File: src/rtl/axis_demux.sv
// AXI-Stream 1:2 packet demultiplexer.
// A select word picks the destination port, then one packet is forwarded
// through a single output register to that port. Each port keeps a
// wrapping count of packets fully delivered.
module axis_demux #(
   parameter int unsigned DATA_WIDTH = 8,
   parameter int unsigned CNT_WIDTH  = 16
) (
   input  logic                  clk,
   input  logic                  reset_n,

   // destination select stream
   input  logic                  sel_tdata,
   input  logic                  sel_tvalid,
   output logic                  sel_tready,

   // input packet stream
   input  logic [DATA_WIDTH-1:0] s_tdata,
   input  logic                  s_tvalid,
   input  logic                  s_tlast,
   output logic                  s_tready,

   // output port 0
   output logic [DATA_WIDTH-1:0] m0_tdata,
   output logic                  m0_tvalid,
   output logic                  m0_tlast,
   input  logic                  m0_tready,

   // output port 1
   output logic [DATA_WIDTH-1:0] m1_tdata,
   output logic                  m1_tvalid,
   output logic                  m1_tlast,
   input  logic                  m1_tready,

   // delivered packet counters
   output logic [CNT_WIDTH-1:0]  pkt_cnt_0,
   output logic [CNT_WIDTH-1:0]  pkt_cnt_1
);

   localparam logic [0:0] StIdle  = 1'b0;
   localparam logic [0:0] StRoute = 1'b1;

   localparam logic [CNT_WIDTH-1:0] CntOne = CNT_WIDTH'(1);

   // FSM and the destination latched from the select word
   logic [0:0]            state_q, state_d;
   logic                  route_dest_q, route_dest_d;

   // single output register {data, last, dest} plus its valid flag
   logic                  out_valid_q, out_valid_d;
   logic [DATA_WIDTH-1:0] out_data_q, out_data_d;
   logic                  out_last_q, out_last_d;
   logic                  out_dest_q, out_dest_d;

   logic [CNT_WIDTH-1:0]  pkt_cnt_0_q, pkt_cnt_0_d;
   logic [CNT_WIDTH-1:0]  pkt_cnt_1_q, pkt_cnt_1_d;

   logic                  out_ready;
   logic                  out_hs;
   logic                  sel_hs;
   logic                  beat_accept;

   // Handshake decode. The register's own dest steers the drain, so a last
   // beat can still leave while the next select word is being taken.
   always_comb begin
      out_ready   = out_dest_q ? m1_tready : m0_tready;
      out_hs      = out_valid_q && out_ready;
      sel_tready  = reset_n && (state_q == StIdle);
      s_tready    = reset_n && (state_q == StRoute) && (!out_valid_q || out_ready);
      sel_hs      = sel_tvalid && sel_tready;
      beat_accept = s_tvalid && s_tready;
   end

   // FSM next state: IDLE waits for a select word, ROUTE runs until tlast
   always_comb begin
      state_d      = state_q;
      route_dest_d = route_dest_q;
      case (state_q)
         StIdle: begin
            if (sel_hs) begin
               state_d      = StRoute;
               route_dest_d = sel_tdata;
            end
         end
         StRoute: begin
            if (beat_accept && s_tlast) begin
               state_d = StIdle;
            end
         end
         default: state_d = StIdle;
      endcase
   end

   // Output register: load on accept, otherwise clear valid once drained
   always_comb begin
      out_valid_d = out_valid_q;
      out_data_d  = out_data_q;
      out_last_d  = out_last_q;
      out_dest_d  = out_dest_q;
      if (beat_accept) begin
         out_valid_d = 1'b1;
         out_data_d  = s_tdata;
         out_last_d  = s_tlast;
         out_dest_d  = route_dest_q;
      end else if (out_hs) begin
         out_valid_d = 1'b0;
      end
   end

   // Packet counters advance on the handshake of each last beat
   always_comb begin
      pkt_cnt_0_d = pkt_cnt_0_q;
      pkt_cnt_1_d = pkt_cnt_1_q;
      if (out_hs && out_last_q) begin
         if (out_dest_q) begin
            pkt_cnt_1_d = pkt_cnt_1_q + CntOne;
         end else begin
            pkt_cnt_0_d = pkt_cnt_0_q + CntOne;
         end
      end
   end

   // State registers with synchronous active-low reset
   always_ff @(posedge clk) begin
      if (!reset_n) begin
         state_q      <= StIdle;
         route_dest_q <= 1'b0;
         out_valid_q  <= 1'b0;
         out_data_q   <= '0;
         out_last_q   <= 1'b0;
         out_dest_q   <= 1'b0;
         pkt_cnt_0_q  <= '0;
         pkt_cnt_1_q  <= '0;
      end else begin
         state_q      <= state_d;
         route_dest_q <= route_dest_d;
         out_valid_q  <= out_valid_d;
         out_data_q   <= out_data_d;
         out_last_q   <= out_last_d;
         out_dest_q   <= out_dest_d;
         pkt_cnt_0_q  <= pkt_cnt_0_d;
         pkt_cnt_1_q  <= pkt_cnt_1_d;
      end
   end

   // Port outputs: only the register's destination sees valid/last
   always_comb begin
      m0_tdata  = out_data_q;
      m1_tdata  = out_data_q;
      m0_tvalid = out_valid_q && !out_dest_q;
      m1_tvalid = out_valid_q && out_dest_q;
      m0_tlast  = out_valid_q && !out_dest_q && out_last_q;
      m1_tlast  = out_valid_q && out_dest_q && out_last_q;
      pkt_cnt_0 = pkt_cnt_0_q;
      pkt_cnt_1 = pkt_cnt_1_q;
   end

endmodule

File: config.mk
export PLATFORM = sky130hd
export DESIGN_NAME = axis_demux
export DESIGN_NICKNAME = d
export VERILOG_FILES = /design/src/rtl/axis_demux.sv
export SDC_FILE = /design/constraint.sdc
export NUM_CORES = 1
export LEC_CHECK = 0
export BUFFER_PORTS_ARGS = -buffer_cell sky130_fd_sc_hd__clkbuf_2
export CORE_ASPECT_RATIO = 2
export CORE_MARGIN = 5
export CORE_UTILIZATION = 49
export CTS_CLUSTER_DIAMETER = 100
export DETAILED_ROUTE_END_ITERATION = 10
export PLACE_DENSITY = 0.79
export SLEW_MARGIN = 5
export SYNTH_ARGS = -nofsm -noshare
export SYNTH_HDL_FRONTEND = slang
export SYNTH_SLANG_ARGS = --single-unit
File: constraint.sdc
create_clock -name clk -period 2.1 [get_ports clk]
set_input_delay 0.21 -clock clk [delete_from_list [all_inputs] [get_ports clk]]
set_output_delay 0.21 -clock clk [all_outputs]
set_load 0.01 [all_outputs]
Yosys cells after proc, flatten, opt, wreduce, memory -nomap -nowiden
Cells that the tools add are included.
{"block": "classes", "addsub": 2, "muxes": 6, "bitwise": 2, "reduce_logical": 19}
{"cell": "adder 16 x 1 -> 16 bit (second input constant)", "n": 2}
{"cell": "logical AND 1 bit", "n": 12}
{"cell": "AND reduction 2 bit", "n": 3}
{"cell": "two-way mux 1 bit", "n": 5}
{"cell": "zero test 1 bit", "n": 2}
{"cell": "NOT 1 bit", "n": 2}
{"cell": "case mux 1 bit (2 select lines)", "n": 1}
{"cell": "nonzero test 2 bit", "n": 1}
{"cell": "logical OR 1 bit", "n": 1}
{"block": "totals", "ff_bits": 45, "word_cells": 37}

Logic depth before layout (Yosys ltp)
Gate-level depths: netlist of the first run.
{"block": "depth", "depth_word": 7, "mapped_depth": 5}

Worst setup path after synthesis of the first run
No wires, ideal clock.
{"block": "synth_timing", "path_kind": "reg2reg", "start": "register pkt_cnt_1_q[3], in the netlist pkt_cnt_1[3]", "end": "register pkt_cnt_1_q[15], in the netlist pkt_cnt_1[15]", "arrival_ns": 1.574, "path_slack_ns": 0.456, "stages_incl_launch_ff": 5, "path_buffers": 0, "period_less_slack_ns": 1.644, "path_cell_list": "dfxtp_1 -> nand4_1 -> or3_4 -> or4_1 -> a21oi_1"}
{"block": "synth_via", "elab_chain_cells": 1}
{"item": "start, declared", "line_no": "56", "rtl": "logic [CNT_WIDTH-1:0] pkt_cnt_1_q, pkt_cnt_1_d;"}
{"item": "start signal, assigned", "line_no": "142", "rtl": "pkt_cnt_1_q <= pkt_cnt_1_d;"}
{"item": "adder 16 x 1 -> 16 bit", "line_no": "116", "rtl": "pkt_cnt_1_d = pkt_cnt_1_q + CntOne;"}
Every way passes these cells.
A chain may end at the register's enable or synchronous reset.

Final worst setup path of the first run
{"block": "layout_timing", "start": "register out_dest_q", "end": "register pkt_cnt_1_q[12], in the netlist pkt_cnt_1[12]"}
{"block": "layout_via", "elab_chain_cells": 4}
{"item": "start, declared", "line_no": "53", "rtl": "logic out_dest_q, out_dest_d;"}
{"item": "start signal, assigned", "line_no": "140", "rtl": "out_dest_q <= out_dest_d;"}
{"item": "two-way mux 1 bit", "line_no": "66", "rtl": "out_ready = out_dest_q ? m1_tready : m0_tready;"}
{"item": "logical AND 1 bit", "line_no": "67", "rtl": "out_hs = out_valid_q && out_ready;"}
{"item": "logical AND 1 bit", "line_no": "114", "rtl": "if (out_hs && out_last_q) begin"}
{"item": "AND reduction 2 bit (no source line) (*)"}
Every way passes the cells marked *; elsewhere a longest branch is shown, timed or not.

==> results of run 1 <==
-- metal layers --
metal	track usage, %	vias to the layer above
met5	0	-
met4	8.24	0
met3	3.97	7
met2	34.4	48
met1	16.5	862
li1	-	939
-- metrics by stage --
step                cells  instance area, µm²  hold slack (ps)  utilization, %  total power [W]
detailed placement    350                2370              453            58.6         0.000979
global placement      350                2370              445            58.6         0.000977
global route          358                2470              161            61.1          0.00162
CTS                   358                2470              141            61.1          0.00157
finish                358                2470              148            61.1          0.00154
floorplan             240                2010              359               -         0.000945
-- how the worst max path moves through the flow --
stage / from / endpoint / depth (start not counted)
6_report: out_dest_q$_SDFFE_PN0P_ / pkt_cnt_1[12]$_SDFFE_PN0P_ / 5
3_5_place_dp: out_dest_q$_SDFFE_PN0P_ / pkt_cnt_1[12]$_SDFFE_PN0P_ / 5
2_1_floorplan: pkt_cnt_1[3]$_SDFFE_PN0P_ / pkt_cnt_1[15]$_SDFFE_PN0P_ / 4
3_3_place_gp: out_dest_q$_SDFFE_PN0P_ / pkt_cnt_1[14]$_SDFFE_PN0P_ / 5
4_1_cts: out_dest_q$_SDFFE_PN0P_ / pkt_cnt_1[14]$_SDFFE_PN0P_ / 5
5_1_grt: out_dest_q$_SDFFE_PN0P_ / pkt_cnt_1[12]$_SDFFE_PN0P_ / 5
-- sequential cells by signal, summed over array words and instances, names as in the netlist --
name and count:
m0_tdata 8, out_dest_q 1, out_last_q 1, out_valid_q 1, pkt_cnt_0 16, pkt_cnt_1 16, route_dest_q 1, state_q 1
-- final cells by class --
| cell class | count | area, µm² |
|---|---|---|
| multi-input combinational | 159 | 943 |
| inverter | 19 | 71.3 |
| clock inverter | 1 | 5.00 |
| clock buffer | 7 | 96.3 |
| tap | 52 | 65.1 |
| sequential | 45 | 901 |
| fill | 407 | 1570 |
| timing repair buffer | 75 | 390 |
-- layout by cell type (no fill, tap or decap), types with 2 or more instances in the layout --
master    count
o21ai_0      17
nor3_1        7
xnor2_1      17
buf_4         6
nand4_1       6
and4_1        2
xor2_1        2
ha_1          2
inv_1        19
and3_1        3
nor2_1       25
a21oi_1      10
or3_1         9
clkbuf_8      7
nand3_1      18
nand2_1      14
clkbuf_2     69
dfxtp_1      45
nor4_1        7
mux2i_1       6
nand2b_1      3
-- where the power goes --
part / leakage [nW] / switching (W) / internal (W)
clock: 0.0542 / 0.000286 / 0.000298
sequential: 0.364 / 0.0000101 / 0.000864
combinational: 0.646 / 0.0000488 / 0.0000350
-- worst reg2reg max path, stage by stage (launching register included) --
cell     delay, ps
dfxtp_1        470
nand4_2        190
buf_4          220
or3_1          410
or3_1          320
a21oi_1        130
-- cell families after synthesis --
| group | synth area share, % |
|---|---|
| simple gates | 26.1 |
| flops | 44.8 |
| buf+inv | 8.22 |
| compound gates | 8.34 |
| xor+xnor | 8.28 |
| mux | 2.99 |
| fa+ha+maj | 1.25 |
==> results_dict.tcl, run 1 <==
set metrics [dict create \
    grtUsageTotal_pct 17.5 \
    hold_violations 0 \
    cts_tree "done" \
    timing.final.crit_share_pct 86.1 \
    grt_max_degree 23 \
    synth_seq_cells 45 \
    grt_pass1_wl_mm 7.94 \
    async_flop_share_pct 0 \
    post_cts_buffers 0 \
    reg2reg_to "pkt_cnt_1[12]$_SDFFE_PN0P_" \
    num_clock_sinks 45 \
    crit_path_frequent_cell "or3_1" \
    reg2reg_setup_slack_ps 290 \
    iteration_0_drc_count_of_the_detailed_router 47 \
    gp_congestion 0.816 \
    outcome "finished clean" \
    insertedDiodeCount 0 \
    crit_required_ps 2330 \
    synth_common_cells "45 x dfxtp_1, 25 x nor2_1, 19 x inv_1" \
    initial_core_util_pct 49.7 \
    grt_antenna_before_repair 0 \
    synth-seq-area-share_pct 44.8 \
    top_layer "met4" \
    die_area_um2 5560 \
    post-synth-top-area-fraction_pct 44.8 \
    unrepaired_setup_endpoints_after_global_routing "false" \
    fin_ws_ps 291 \
    count_of_yosys_warnings_during_synthesis 0 \
    synth_cells 240 \
    cts_resized 0 \
    p_per_area_nw_per_um2 624 \
    routed_wire_length_per_instance_um 13.0 \
    post_synth.cell_area_avg_um2 8.37 \
    numCtsBuffers 5 \
    timing.max_cap.violations 0 \
    synthesis.nets 258 \
    timing.hold.worst_path_depth 3 \
    crit_path_cell_trace "nand4_2 > buf_4 > or3_1 > or3_1 > a21oi_1" \
    detailed_place_hpwl_mm 3.63 \
    critPathMaxStageDelay_ps 470 \
    cts_clk_pin_slew_worst_paths_ps 80 \
    yosys-top-cells-area "dfxtp_1 45%, xnor2_1 7.4%, nor2_1 4.7%, nand3_1 4.5%, o21ai_0 4.2%" \
    m1WireLength_mm 1.78 \
    critical_path.startpoint_type "flip-flop" \
    wl_mm 4.67 \
    timing_max_transition_violations_final 0 \
    ir_worst_vdd_mv 0.517 \
    htreeDepth 2 \
    crit_buf_inv 1 \
    mappedNetlistArea_um2 2010 \
    clock_path_buffers 2 \
    setup.worst_path.end_class "flip-flop" \
    remaining_antenna_violation_count_after_routing 0 \
    worst_hold_path.endpoint "m0_tdata[3]$_SDFFE_PN0P_" \
    cts_root_buffer "clkbuf_8" \
    cpMaxStageDelayCell "dfxtp_1" \
    drt-vias-per-instance 5.18 \
    cts_hold_repair.buffers 0 \
    core_region_area_um2 4050 \
    io-pin-count 70 \
    synth_top_cell_by_area "dfxtp_1" \
    grt_pass1_vias 1864 \
    report.final.setup_viol 0 \
    clock-skew-final_ps 3.62 \
    worst_reg2reg_path_length_in_cells 5 \
    timing.max_slew.rel_slack_pct 63.6 \
    critPathTopFamily "simple AND/OR/NAND/NOR gates" \
    pre_cts_ws_ps 340 \
    final_worst_path_period_need_ps 1810 \
    p_leak_nw 1.06 \
    hold_class "in -> reg" \
    tightest_slew_ps 546 \
    wl_met2_mm 2.59 \
    critical_path_arrival_ps 2040 \
    die_height_um 101 \
    clk_latency_ps 290 \
    area_delta_synth_final_pct 23.0 \
    route.met3.wl_um 203 \
    synthDistinctLibCells 31 \
    fin_tns_setup_ps 0 \
    congestion_overflow_gr 0 \
    vias 1856 \
    finalNetCount 323 \
    drc 0 \
    hp-start "s_tdata[3]" \
    path_class "reg -> reg" \
    rows 33 \
    firstDrtPassIters 4 \
    die_width_um 55.3 \
    max_clock_freq_mhz 553 \
    drive_gt1_share_pct 28.1 \
    synthMostInstantiatedCell "dfxtp_1" \
    r2r-start "out_dest_q$_SDFFE_PN0P_" \
    place.port_buffers 69 \
    synthFlopType "dfxtp_1" \
    crit_path_max_fanout 10 \
    synth_enable_flop_cells 0 \
]
(Power assumes the default switching activity.)
==> run 2, diff against run 1 <==
--- a/config.mk
+++ b/config.mk
@@ -6,8 +6,9 @@
 export NUM_CORES = 1
 export LEC_CHECK = 0
+export ABC_AREA = 1
 export BUFFER_PORTS_ARGS = -buffer_cell sky130_fd_sc_hd__clkbuf_2
 export CORE_ASPECT_RATIO = 2
 export CORE_MARGIN = 5
-export CORE_UTILIZATION = 49
+export CORE_UTILIZATION = 51
 export CTS_CLUSTER_DIAMETER = 100
 export DETAILED_ROUTE_END_ITERATION = 10
==> constraint.sdc (replaced) <==
create_clock -name clk -period 2.1 [get_ports clk]
set_input_delay 0.21 -clock clk [delete_from_list [all_inputs] [get_ports clk]]
set_output_delay 0.21 -clock clk [all_outputs]
set_load 0.05 [all_outputs]
==> run 2 against run 1 <==
First-iteration DRC count rose by 26%. Non-clock buffer count fell by 4. Combinational power rose by 63%. Clock skew rose by 5.4 ps. Via count rose by 27%. Flip-flop and latch count did not move. Largest cell class unchanged. Maximum frequency rose by 6.1%. Synthesized cell count rose by 50%. Register-to-register slack improved by 240 ps. Synthesized area rose by 15%.
==> results_dict.tcl, run 2 <==
set metrics [dict create \
    numCtsBuffers 5 \
    ir_worst_vdd_mv 0.601 \
    r2r-start "out_dest_q$_SDFFE_PN0P_" \
    crit_path_cell_trace "inv_2 > nand2_1 > nand2_1 > nand2_1 > nand2_1 > inv_1 > clkbuf_2" \
    drc 0 \
    p_per_area_nw_per_um2 565 \
    reg2reg_to "state_q$_SDFF_PN0_" \
    num_clock_sinks 45 \
    cts_resized 0 \
    synth_seq_cells 45 \
    post_synth.cell_area_avg_um2 6.46 \
    finalNetCount 442 \
    mostFrequentLayoutCells "108 x nand2_1, 69 x clkbuf_2, 54 x nor2_1, 49 x inv_1, 45 x dfxtp_1" \
    cts_clk_pin_slew_worst_paths_ps 80 \
    synth_top_cell_by_area "dfxtp_1" \
    timing.max_cap.violations 0 \
    count_of_yosys_warnings_during_synthesis 0 \
    htreeDepth 2 \
    synth-seq-area-share_pct 38.9 \
    routed_wire_length_per_instance_um 11.7 \
    critical_path_arrival_ps 1500 \
    rows 34 \
    die_width_um 57.7 \
    clock_path_buffers 2 \
    critPathMaxStageDelay_ps 450 \
    detailed_place_hpwl_mm 4.47 \
    wl_mm 5.61 \
    worst_hold_path.endpoint "route_dest_q$_SDFFE_PN0P_" \
    cts_root_buffer "clkbuf_8" \
    firstDrtPassIters 7 \
    max_clock_freq_mhz 586 \
    setup.worst_path.end_class "primary output" \
    grt_pass1_vias 2249 \
    tightest_slew_ps 285 \
    critical_path.startpoint_type "flip-flop" \
    timing.final.crit_share_pct 81.2 \
    gp_congestion 0.841 \
    post-synth-top-area-fraction_pct 38.9 \
    async_flop_share_pct 0 \
    hp-start "sel_tdata" \
    core_region_area_um2 4380 \
    initial_core_util_pct 52.9 \
    cts_hold_repair.buffers 0 \
    clk_latency_ps 290 \
    die_area_um2 6080 \
    area_delta_synth_final_pct 18.7 \
    path_class "reg -> out" \
    remaining_antenna_violation_count_after_routing 0 \
    timing.max_slew.rel_slack_pct 80.9 \
    report.final.setup_viol 0 \
    final_worst_path_period_need_ps 1710 \
    io-pin-count 70 \
    die_height_um 105 \
    hold_class "in -> reg" \
    synth_common_cells "108 x nand2_1, 54 x nor2_1, 49 x inv_1" \
    crit_required_ps 1890 \
    synthFlopType "dfxtp_1" \
    reg2reg_setup_slack_ps 530 \
    synthesis.nets 377 \
    cts_tree "done" \
    clock-skew-final_ps 9.00 \
    drt-vias-per-instance 4.95 \
    fin_tns_setup_ps 0 \
    drive_gt1_share_pct 20.8 \
    grt_max_degree 20 \
    grtUsageTotal_pct 19.1 \
    worst_reg2reg_path_length_in_cells 9 \
    iteration_0_drc_count_of_the_detailed_router 59 \
    outcome "finished clean" \
    cpMaxStageDelayCell "dfxtp_1" \
    synthMostInstantiatedCell "nand2_1" \
    place.port_buffers 69 \
    crit_path_max_fanout 7 \
    synth_enable_flop_cells 0 \
    yosys-top-cells-area "dfxtp_1 39%, nand2_1 17%, nor2_1 8.7%, inv_1 7.9%, nand3_1 4.7%" \
    utilization_pct 62.8 \
    hold_violations 0 \
    synthDistinctLibCells 28 \
    post_cts_buffers 0 \
    grt_antenna_before_repair 0 \
    crit_path_frequent_cell "nand2_1" \
    timing.hold.worst_path_depth 3 \
    mostFrequentLayoutCell "nand2_1" \
    congestion_overflow_gr 0 \
    timing_max_transition_violations_final 0 \
    unrepaired_setup_endpoints_after_global_routing "false" \
    insertedDiodeCount 0 \
    vias 2365 \
    synth_cells 359 \
    mappedNetlistArea_um2 2320 \
    p_leak_nw 1.34 \
    grt_pass1_wl_mm 9.52 \
]
## run 2: cell types whose count changed in the layout (fill, tap and decap cells not counted), sizes merged, moves of 9 or more
| cell | before | now |
|---|---|---|
| xnor2 | 17 | 0 |
| nor2 | 25 | 59 |
| nand2 | 14 | 109 |
| inv | 19 | 51 |
| a21oi | 10 | 19 |
| or3 | 10 | 0 |
## run 2: area by class of cell
| cell class | instances | area [µm²] |
|---|---|---|
| inverters | 52 | 195 |
| fillers | 434 | 1630 |
| well taps | 54 | 67.6 |
| flip-flops and latches | 45 | 901 |
| clock inverters | 1 | 7.51 |
| repair buffers | 71 | 360 |
| multi-input cells | 249 | 1140 |
| clock buffers | 6 | 82.6 |
## run 2: worst max-delay path by stage
stage | start | endpoint | slack [ps]
floorplan | reset_n | route_dest_q$_SDFFE_PN0P_ | 430
global placement | out_dest_q$_SDFFE_PN0P_ | state_q$_SDFF_PN0_ | 650
detailed placement | out_dest_q$_SDFFE_PN0P_ | state_q$_SDFF_PN0_ | 570
CTS | out_dest_q$_SDFFE_PN0P_ | s_tready | 390
global route | out_dest_q$_SDFFE_PN0P_ | s_tready | 250
finish | out_dest_q$_SDFFE_PN0P_ | s_tready | 390
## run 2: routing by layer
metal,global-route usage (%),vias to the layer above,part of all wire (%)
met5,0,-,0
met1,19.7,1059,38
met4,7.79,0,2.0
li1,-,1241,-
met3,3.30,10,4.5
met2,36.2,55,56
## run 2: cells by family (layout without fill, tap and decap cells)
kind of cell	after synthesis	count (layout)	share of synthesized area [%]
buffers and inverters	65	130	12.1
adders and majority gates	2	2	1.08
DFF	45	45	38.9
and+or+nand+nor	215	215	40.7
AOI/OAI and AO/OA	31	31	6.85
xor gates and xnor gates	1	1	0.378
## run 2: power by group
group	internal [W]	leakage, nW	switching, W
registers	0.000863	0.363	0.00000927
clock network	0.000260	0.0433	0.000285
logic	0.0000361	0.929	0.000101
total	0.00116	1.34	0.000394
## run 2: critical path: cells and delay by family, from the launching register on
family,cells,cell delay (ps)
and+or+nand+nor,4,320
DFF,1,450
buffers and inverters,3,420
## run 2: stage by stage
stage	hold WS (ps)	setup slack [ps]	total power, W	area, µm²	cells
6_report	137	395	0.00155	2750	478
5_1_grt	133	254	0.00162	2750	478
4_1_cts	134	393	0.00157	2750	478
3_5_place_dp	443	573	0.00103	2660	471
3_3_place_gp	443	648	0.00103	2660	471
2_1_floorplan	339	425	0.000995	2320	359
==> run 3, diff against run 2 <==
- ABC_AREA: 1 -> 0
- CORE_UTILIZATION: 51 -> 44
- PLACE_DENSITY: 0.79 -> 0.75
- clock period: 2.1 -> 1.4 ns (I/O delays scaled with it)
==> run 3 against run 2 <==
Cell count down 15%. Wire length up 5.9%. Critical path depth down 2. Cell area up 19%. Die area up 0.40%. Sequential share of layout area down 3.1 points. Combinational power up 94%. Clock power up 61%. The flow now finishes with violations (setup timing).
==> results_dict.tcl, run 3 (synthesized netlist as in run 1, its figures left out) <==
set metrics [dict create \
    outcome "finished with violations" \
    failed_checks "setup timing" \
    congestion_overflow_gr 0 \
    final_worst_path_period_need_ps 1530 \
    grt_max_degree 17 \
    cts_tree "done" \
    firstDrtPassIters 4 \
    critPathTopFamily "flip-flops" \
    initial_core_util_pct 45.9 \
    placedInstanceArea_um2 2790 \
    cpMaxStageDelayCell "dfxtp_2" \
    timing_max_transition_violations_final 0 \
    die_height_um 106 \
    tightest_slew_ps 337 \
    timing.max_cap.violations 0 \
    grt_pass1_wl_mm 8.85 \
    die_area_um2 6100 \
    mostFrequentLayoutCells "63 x clkbuf_2, 41 x buf_4, 23 x nor2_1, 20 x dfxtp_1, 19 x inv_1" \
    vias 2105 \
    cts_root_buffer "clkbuf_8" \
    num_clock_sinks 45 \
    report.final.setup_viol 11 \
    post-route-cell-area_um2 3290 \
    timing.final.crit_share_pct 109 \
    io-pin-count 70 \
    gp_congestion 0.820 \
    wl_mm 5.94 \
    crit_buf_inv 2 \
    unrepaired_setup_endpoints_after_global_routing "true" \
    crit_path_max_fanout 3 \
    numCtsBuffers 5 \
    place.port_buffers 69 \
    grtUsageTotal_pct 18.0 \
    reg2reg_setup_slack_ps -110 \
    crit_path_cell_trace "buf_6 > mux2i_2 > nand2_1 > and3_4 > buf_8" \
    hold_class "in -> reg" \
    core_region_area_um2 4380 \
    critPathMaxStageDelay_ps 360 \
    die_width_um 57.8 \
    remaining_antenna_violation_count_after_routing 0 \
    drive_gt1_share_pct 56.6 \
    routed_wire_length_per_instance_um 14.7 \
    ir_worst_vdd_mv 0.958 \
    worst_reg2reg_path_length_in_cells 4 \
    worst_hold_path.endpoint "m0_tdata[3]$_SDFFE_PN0P_" \
    clock-skew-final_ps 8.19 \
    critical_path.startpoint_type "flip-flop" \
    crit_required_ps 1260 \
    rows 34 \
    max_clock_freq_mhz 652 \
    hp-start "s_tdata[3]" \
    hold_violations 0 \
    p_per_area_nw_per_um2 737 \
    p_leak_nw 1.48 \
    grt_pass1_vias 1976 \
    mostFrequentLayoutCell "clkbuf_2" \
    critical_path_arrival_ps 1390 \
    iteration_0_drc_count_of_the_detailed_router 70 \
    reg2reg_to "pkt_cnt_1[15]$_SDFFE_PN0P_" \
    path_class "reg -> out" \
    detailed_place_hpwl_mm 4.00 \
    insertedDiodeCount 0 \
    finalNetCount 367 \
    cts_hold_repair.buffers 0 \
    drc 0 \
    timing.hold.worst_path_depth 3 \
    grt_antenna_before_repair 0 \
    r2r-start "pkt_cnt_1[1]$_SDFFE_PN0P_" \
    clk_latency_ps 290 \
    area_delta_synth_final_pct 63.6 \
    drt-vias-per-instance 5.21 \
    htreeDepth 2 \
    clock_path_buffers 2 \
    setup.worst_path.end_class "primary output" \
    cts_clk_pin_slew_worst_paths_ps 80 \
    fin_ws_ps -133 \
    pre_cts_ws_ps -179 \
    timing.max_slew.rel_slack_pct 77.5 \
]
## run 3: final cells by class
| cell class | count | area (µm²) |
|---|---|---|
| Multi-Input combinational cell | 159 | 1230 |
| Fill cell | 299 | 1090 |
| Tap cell | 54 | 67.6 |
| Clock buffer | 7 | 96.3 |
| Sequential cell | 45 | 975 |
| Clock inverter | 1 | 5.00 |
| Timing Repair Buffer | 119 | 841 |
| Inverter | 19 | 71.3 |
## run 3: through the flow
| step | TNS, ps | std cells | utilization (%) | hold slack (ps) | total power [W] |
|---|---|---|---|---|---|
| finish | -651 | 404 | 75.0 | 60.4 | 0.00242 |
| global route | -1650 | 404 | 75.0 | 54.0 | 0.00252 |
| CTS | -650 | 397 | 68.9 | 54.5 | 0.00242 |
| detailed placement | -628 | 384 | 63.6 | 379 | 0.00154 |
| global placement | -233 | 384 | 63.6 | 372 | 0.00154 |
| floorplan | -1330 | 240 | - | 289 | 0.00147 |
## run 3: worst reg2reg max path, stage by stage (launching register included)
cell,delay [ps]
dfxtp_4,370
nand3_1,110
or3_4,420
or4_4,420
a21oi_2,140
## run 3: worst max-delay path by stage
stage	startpoint	end	depth (start not counted)
floorplan	pkt_cnt_1[4]$_SDFFE_PN0P_	pkt_cnt_1[15]$_SDFFE_PN0P_	4
global placement	out_valid_q$_SDFFE_PN0P_	pkt_cnt_1[15]$_SDFFE_PN0P_	4
detailed placement	out_valid_q$_SDFFE_PN0P_	pkt_cnt_1[15]$_SDFFE_PN0P_	4
CTS	out_dest_q$_SDFFE_PN0P_	s_tready	5
global route	out_dest_q$_SDFFE_PN0P_	s_tready	5
finish	out_dest_q$_SDFFE_PN0P_	s_tready	5
## run 3: layer usage
layer,GRT usage (%),vias up,share of wire [%],wire length [µm]
li1,-,1036,-,-
met1,18.4,995,34,2010
met3,4.04,15,4.9,292
met4,8.46,0,3.7,219
met5,0,-,0,0
met2,33.1,59,57,3410
## run 3: timing repair
action / CTS / global route
hold endpoints to repair: 0 / 0
pin swaps: 9 / 16
gates resized for setup: 26 / 49
endpoints found under the setup margin: 18 / 35
gates cloned: 0 / 1
setup buffers: 5 / 7
## run 3: power by group
group          internal, W  switching [W]
clock             0.000446       0.000429
sequential         0.00126      0.0000167
combinational    0.0000913       0.000175
